[src/rtl/rah_decoder_mc.sv]
// rah_decoder_mc: framed-stream demultiplexer feeding TOTAL_APPS synchronous
// FIFOs, with length framing, invalid-ID discard and sticky overflow flags.
module rah_decoder_mc #(
  parameter int unsigned DATA_WIDTH          = 48,
  parameter int unsigned TOTAL_APPS          = 4,
  parameter int unsigned FIFO_DEPTH          = 16,
  parameter int unsigned LEN_WIDTH           = 16,
  parameter int unsigned ALMOST_EMPTY_THRESH = 2
) (
  input  logic                             clk,
  input  logic                             rst,
  input  logic [DATA_WIDTH-1:0]            mipi_data,
  input  logic                             mipi_rx_valid,
  input  logic [TOTAL_APPS-1:0]            request_data,
  input  logic [TOTAL_APPS-1:0]            error_clear,
  output logic [TOTAL_APPS*DATA_WIDTH-1:0] rd_data,
  output logic [TOTAL_APPS-1:0]            rd_valid,
  output logic [TOTAL_APPS-1:0]            data_queue_empty,
  output logic [TOTAL_APPS-1:0]            data_queue_almost_empty,
  output logic                             end_of_packet,
  output logic [TOTAL_APPS-1:0]            error,
  output logic                             bad_header
);

  localparam int unsigned PTR_W = $clog2(FIFO_DEPTH);
  localparam int unsigned CNT_W = PTR_W + 1;
  localparam int unsigned CH_W  = (TOTAL_APPS > 1) ? $clog2(TOTAL_APPS) : 1;

  typedef enum logic [1:0] {
    ST_IDLE    = 2'd0,
    ST_PAYLOAD = 2'd1,
    ST_DISCARD = 2'd2
  } state_e;

  state_e               state_q, state_d;
  logic [LEN_WIDTH-1:0] remaining_q, remaining_d;
  logic [CH_W-1:0]      ch_q, ch_d;
  logic                 eop_q, eop_d;
  logic                 bad_q, bad_d;
  logic                 push_req_c;

  logic [7:0]           hdr_id_c;
  logic [LEN_WIDTH-1:0] hdr_len_c;
  logic                 hdr_ok_c;

  // Header field extraction; only meaningful while the parser is in IDLE.
  assign hdr_id_c  = mipi_data[7:0];
  assign hdr_len_c = mipi_data[8 +: LEN_WIDTH];
  assign hdr_ok_c  = (32'(hdr_id_c) < TOTAL_APPS);

  // Parser state register.
  always_ff @(posedge clk or posedge rst) begin
    if (rst) begin
      state_q     <= ST_IDLE;
      remaining_q <= '0;
      ch_q        <= '0;
      eop_q       <= 1'b0;
      bad_q       <= 1'b0;
    end else begin
      state_q     <= state_d;
      remaining_q <= remaining_d;
      ch_q        <= ch_d;
      eop_q       <= eop_d;
      bad_q       <= bad_d;
    end
  end

  // Parser next-state: header decode, payload steering and discard counting.
  always_comb begin
    state_d     = state_q;
    remaining_d = remaining_q;
    ch_d        = ch_q;
    eop_d       = 1'b0;
    bad_d       = 1'b0;
    push_req_c  = 1'b0;
    if (mipi_rx_valid) begin
      case (state_q)
        ST_IDLE: begin
          if (hdr_ok_c) begin
            if (hdr_len_c != '0) begin
              ch_d        = CH_W'(hdr_id_c);
              remaining_d = hdr_len_c;
              state_d     = ST_PAYLOAD;
            end else begin
              eop_d = 1'b1;
            end
          end else begin
            bad_d = 1'b1;
            if (hdr_len_c != '0) begin
              remaining_d = hdr_len_c;
              state_d     = ST_DISCARD;
            end
          end
        end
        ST_PAYLOAD: begin
          push_req_c  = 1'b1;
          remaining_d = remaining_q - LEN_WIDTH'(1);
          if (remaining_q == LEN_WIDTH'(1)) begin
            eop_d   = 1'b1;
            state_d = ST_IDLE;
          end
        end
        ST_DISCARD: begin
          remaining_d = remaining_q - LEN_WIDTH'(1);
          if (remaining_q == LEN_WIDTH'(1)) begin
            state_d = ST_IDLE;
          end
        end
        default: begin
          state_d     = ST_IDLE;
          remaining_d = '0;
        end
      endcase
    end
  end

  assign end_of_packet = eop_q;
  assign bad_header    = bad_q;

  for (genvar i = 0; i < TOTAL_APPS; i++) begin : g_ch
    logic [DATA_WIDTH-1:0] mem_q [FIFO_DEPTH];
    logic [PTR_W-1:0]      wr_ptr_q, wr_ptr_d;
    logic [PTR_W-1:0]      rd_ptr_q, rd_ptr_d;
    logic [CNT_W-1:0]      cnt_q, cnt_d;
    logic                  push_c, pop_c, wr_c, ovf_c;
    logic [DATA_WIDTH-1:0] rdata_q;
    logic                  rvld_q, empty_q, aempty_q, err_q;

    // Push/pop qualification; a full FIFO still accepts when it pops too.
    always_comb begin
      push_c   = push_req_c && (ch_q == CH_W'(i));
      pop_c    = request_data[i] && (cnt_q != '0);
      wr_c     = push_c && ((cnt_q < CNT_W'(FIFO_DEPTH)) || pop_c);
      ovf_c    = push_c && !wr_c;
      wr_ptr_d = wr_c  ? wr_ptr_q + PTR_W'(1) : wr_ptr_q;
      rd_ptr_d = pop_c ? rd_ptr_q + PTR_W'(1) : rd_ptr_q;
      cnt_d    = cnt_q;
      if (wr_c && !pop_c) begin
        cnt_d = cnt_q + CNT_W'(1);
      end else if (!wr_c && pop_c) begin
        cnt_d = cnt_q - CNT_W'(1);
      end
    end

    // Storage array; contents are don't-care until written.
    always_ff @(posedge clk) begin
      if (wr_c) begin
        mem_q[wr_ptr_q] <= mipi_data;
      end
    end

    // Pointers, count, read port and status flags.
    always_ff @(posedge clk or posedge rst) begin
      if (rst) begin
        wr_ptr_q <= '0;
        rd_ptr_q <= '0;
        cnt_q    <= '0;
        rdata_q  <= '0;
        rvld_q   <= 1'b0;
        empty_q  <= 1'b1;
        aempty_q <= 1'b1;
        err_q    <= 1'b0;
      end else begin
        wr_ptr_q <= wr_ptr_d;
        rd_ptr_q <= rd_ptr_d;
        cnt_q    <= cnt_d;
        rvld_q   <= pop_c;
        if (pop_c) begin
          rdata_q <= mem_q[rd_ptr_q];
        end
        empty_q  <= (cnt_d == '0);
        aempty_q <= (32'(cnt_d) <= ALMOST_EMPTY_THRESH);
        err_q    <= ovf_c | (err_q & ~error_clear[i]);
      end
    end

    assign rd_data[i*DATA_WIDTH +: DATA_WIDTH] = rdata_q;
    assign rd_valid[i]                         = rvld_q;
    assign data_queue_empty[i]                 = empty_q;
    assign data_queue_almost_empty[i]          = aempty_q;
    assign error[i]                            = err_q;
  end

endmodule

[config.mk]
export PLATFORM = sky130hd
export DESIGN_NAME = rah_decoder_mc
export DESIGN_NICKNAME = d
export VERILOG_FILES = /design/src/rtl/rah_decoder_mc.sv
export SDC_FILE = /design/constraint.sdc
export NUM_CORES = 2
export LEC_CHECK = 0
export CAP_MARGIN = 20
export CORE_MARGIN = 5
export CORE_UTILIZATION = 40
export DETAILED_ROUTE_END_ITERATION = 12
export DONT_BUFFER_PORTS = 1
export GPL_ROUTABILITY_DRIVEN = 0
export HOLD_SLACK_MARGIN = 0.15
export SLEW_MARGIN = 10
export SYNTH_ARGS = -nofsm -noshare
export SYNTH_HDL_FRONTEND = slang
export SYNTH_SLANG_ARGS = --single-unit
[constraint.sdc]
create_clock -name clk -period 11.1 [get_ports clk]
set_input_delay 0.555 -clock clk [delete_from_list [all_inputs] [get_ports clk]]
set_output_delay 0.555 -clock clk [all_outputs]
set_load 0.02 [all_outputs]
==> impl_metrics.ini <==
[floorplanning]
die_h_um = 575
die_x_um = 575
rows = 207
dieArea_mm2 = 0.331
core_mm2 = 0.318
initial_utilization = 0.402
ios = 269

[critical_path]
cp_slowest_cell = ha_1
path_class = reg2reg
worstPathRequired_ps = 11600
worst_path_largest_cell_delay_ps = 780
cp_top_family = simple AND/OR/NAND/NOR gates
cp_max_fo = 34
crit_path_frequent_cell = nor2_1
crit_buf_inv = 2
worstPathArrival_ps = 5290
critPathLaunchType = register
cp-end-kind = register
crit_chain = inv_1, ha_1, nand4b_2, nor2_1, nand2_1, nor2_1, and2_2, buf_4

[clock_network]
cts_tree = yes
clk_latency_ps = 900
numCtsBuffers = 355
cts_setup_buffers = 0
clkTransAtPathRegs_ps = 60
root_buffer = clkbuf_16
clk_path_buf_depth = 4
htree_levels = 5
cts.sinks = 3354
post_cts_resized = 0

[finish]
finish.utilization = 0.460
multiInputGateArea_mm2 = 0.0270
ff_latch_area_mm2 = 0.0994
fillers = 26200
drive_gt1_frac = 0.248
nNetsFinal = 6072
areaGrowthSynthToFinish_pct = 14.6

[status]
status = finished, final reports clean

[yosys]
synth_edf_count = 3072
synth_compound_area_frac = 0.0255
synthFlopType = edfxtp_1
ys_warn_count = 0
yosysSeqAreaShare = 0.778
yosys.area_share.simple = 0.0124
synthArstFlopShare = 0.0841
synth.distinct_cells = 72
synthAdderAreaFrac = 0.00331
syn_inst = 5729
synth_nets = 5821
synth-xor-area-share = 0.00247
synth_top_family_by_area = multiplexers
synth_area_per_cell_um2 = 22.3
synth-seq-cells = 3354
muxShareOfSynthArea = 0.166
synth_area_mm2 = 0.128

[power_and_ir_drop]
ir_drop_mv = 0.201
power_mw = 35.2
powerDensity_mw_per_mm2 = 240
p_leak_nw = 48.2

[drt]
drtPass1Iterations = 6
wl_um = 328000
routedWlPerCell_um = 31.4
drt-vias-per-instance = 5.72
drt_iter0_markers = 6253
drc_errors = 0
ant_nets = 0
vias = 59900

[worst_hold_path]
hold_path_class = in2reg

[timing]
hold_violations = 0
slew_headroom = 0.250
worstMarginPinSlew_ps = 1130
skew_ps = 35.6
finalCriticalPeriod_ps = 4790
rsz0062_at_grt = no
finalSetupViolations = 0
fmax_ghz = 0.209
drv_slew = 0
setup_slack_ps = 6310
setup_tns_ps = 0
post-route-period-util = 0.431

[global_routing]
antenna_found_initial = 24
grt_util_all_layers = 0.196
grt_pass1_wl_um = 467000
grt_overflow = 0
grt_pass1_vias = 62400
grt_max_degree = 138

[flow_run]
maxCapViolCount = 0

[place]
place_ws_ps = 6420
io_buffer_count = 0
place_hpwl_um = 158000
[worst reg2reg max path, stage by stage, from the launching register on]
cell	delay (ps)
dfrtp_1	400
inv_1	120
ha_1	780
nand4b_2	710
nor2_1	790
nand2_1	120
nor2_1	210
and2_2	600
buf_4	670
[path summary, 6_finish.rpt]
kind	start	to	cells after the start	slack [ps]
worst max-delay path	state_q[1]	g_ch[1].mem_q[6][21]	8	6310
worst min-delay path	mipi_rx_valid	g_ch[0].wr_ptr_q[0]	3	260
worst max register to register	state_q[1]	g_ch[1].mem_q[6][21]	8	6310
worst min register to register	remaining_q[15]	remaining_q[15]	2	540
max in group asynchronous	rst	g_ch[3].rd_ptr_q[0]	3	9120
min in group asynchronous	rst	g_ch[2].rdata_q[27]	2	330
[Yosys cell counts, drive strengths merged (5+ instances only)]
cell	n	share of area
a21oi	40	0.0016
a211o	9	0.00062
o31ai	6	0.00035
nor3	22	0.00090
a21o	161	0.0095
nor4	20	0.00098
nand2	61	0.0018
mux4	768	0.14
dfrtp	274	0.054
inv	44	0.0013
ha	33	0.0032
nand4	14	0.00069
or4	5	0.00029
nor2	78	0.0023
mux2i	390	0.031
dfstp	8	0.0016
a32oi	5	0.00034
clkbuf	146	0.0043
xnor2	33	0.0023
o21ai	61	0.0025
nand2b	6	0.00029
o22ai	165	0.0081
and2	38	0.0019
nor4b	5	0.00034
edfxtp	3072	0.72
a22oi	11	0.00065
and4	13	0.00089
buf	170	0.0068
or3	8	0.00039
[through the flow]
step	cells	hold WS, ps	cell area, um^2
6_report	10500	255	146000
2_1_floorplan	5729	467	128000
4_1_cts	10500	156	146000
3_3_place_gp	9690	494	133000
5_1_grt	10500	231	146000
3_5_place_dp	9690	513	133000
[area by class of cell]
class | instances | share of cell area
clock inverter | 189 | 0.0136
clock buffer | 471 | 0.0666
sequential | 3354 | 0.679
tap | 4180 | 0.0357
multi-input combinational | 2015 | 0.185
timing repair buffer | 210 | 0.0192
inverter | 44 | 0.00118
antenna | 9 | 0.000154
[layer usage]
metal  GRT usage  vias up  share of wire
li1            -    24600              -
met1       0.269    32700           0.41
met2       0.327     2180           0.50
met3      0.0349      440          0.073
met4      0.0453        0          0.021
met5           0        -              0
[cell usage in the layout, fill, tap and decap left out, types with 13 or more instances in the layout]
| master | count |
|---|---|
| bufinv_16 | 34 |
| clkbuf_16 | 360 |
| nand4_1 | 14 |
| nor2_1 | 66 |
| mux2i_1 | 390 |
| and2_2 | 29 |
| clkinv_2 | 62 |
| inv_1 | 39 |
| o22ai_1 | 164 |
| clkinv_1 | 54 |
| a21o_1 | 161 |
| ha_1 | 33 |
| nor3_1 | 17 |
| clkbuf_1 | 78 |
| inv_6 | 13 |
| mux4_2 | 768 |
| edfxtp_1 | 3072 |
| nor4_1 | 20 |
| o21ai_0 | 58 |
| clkbuf_8 | 33 |
| a21oi_1 | 40 |
| buf_4 | 91 |
| buf_16 | 50 |
| nand2_1 | 55 |
| dlygate4sd3_1 | 63 |
| xnor2_1 | 33 |
| dfrtp_1 | 260 |
[report_power, final]
| part | leakage (nW) | total, mW | switching, mW | internal (mW) |
|---|---|---|---|---|
| combinational | 11.5 | 7.52 | 3.72 | 3.80 |
| clock | 5.76 | 11.9 | 4.89 | 7.00 |
| sequential | 31.0 | 15.8 | 1.50 | 14.3 |
[sequential cells by signal, summed over array words and instances (netlist names)]
signal,cells
g_ch.aempty_q,4
g_ch.empty_q,4
g_ch.rvld_q,4
g_ch.cnt_q,20
ch_q,2
g_ch.rd_ptr_q,16
g_ch.mem_q,3072
state_q,2
end_of_packet,1
g_ch.wr_ptr_q,16
remaining_q,16
bad_header,1
g_ch.err_q,4
g_ch.rdata_q,192
[kinds of logic (layout without fill, tap and decap cells)]
logic type               Yosys count  count (layout)
flip-flops                      3354            3354
buffers and inverters            360             914
multiplexers                    1162            1162
other                              0               9
adder cells (fa/ha/maj)           34              34
AO/OA/AOI/OAI                    486             486
XOR/XNOR                          36              36
AND/OR/NAND/NOR                  297             297
[what timing repair did]
action / 4_1_cts / 5_1_grt
endpoints found under the setup margin: 0 / 0
hold endpoints to repair: 3198 / 0
hold buffers: 111 / 0
Power figures use the tool's default switching activity.
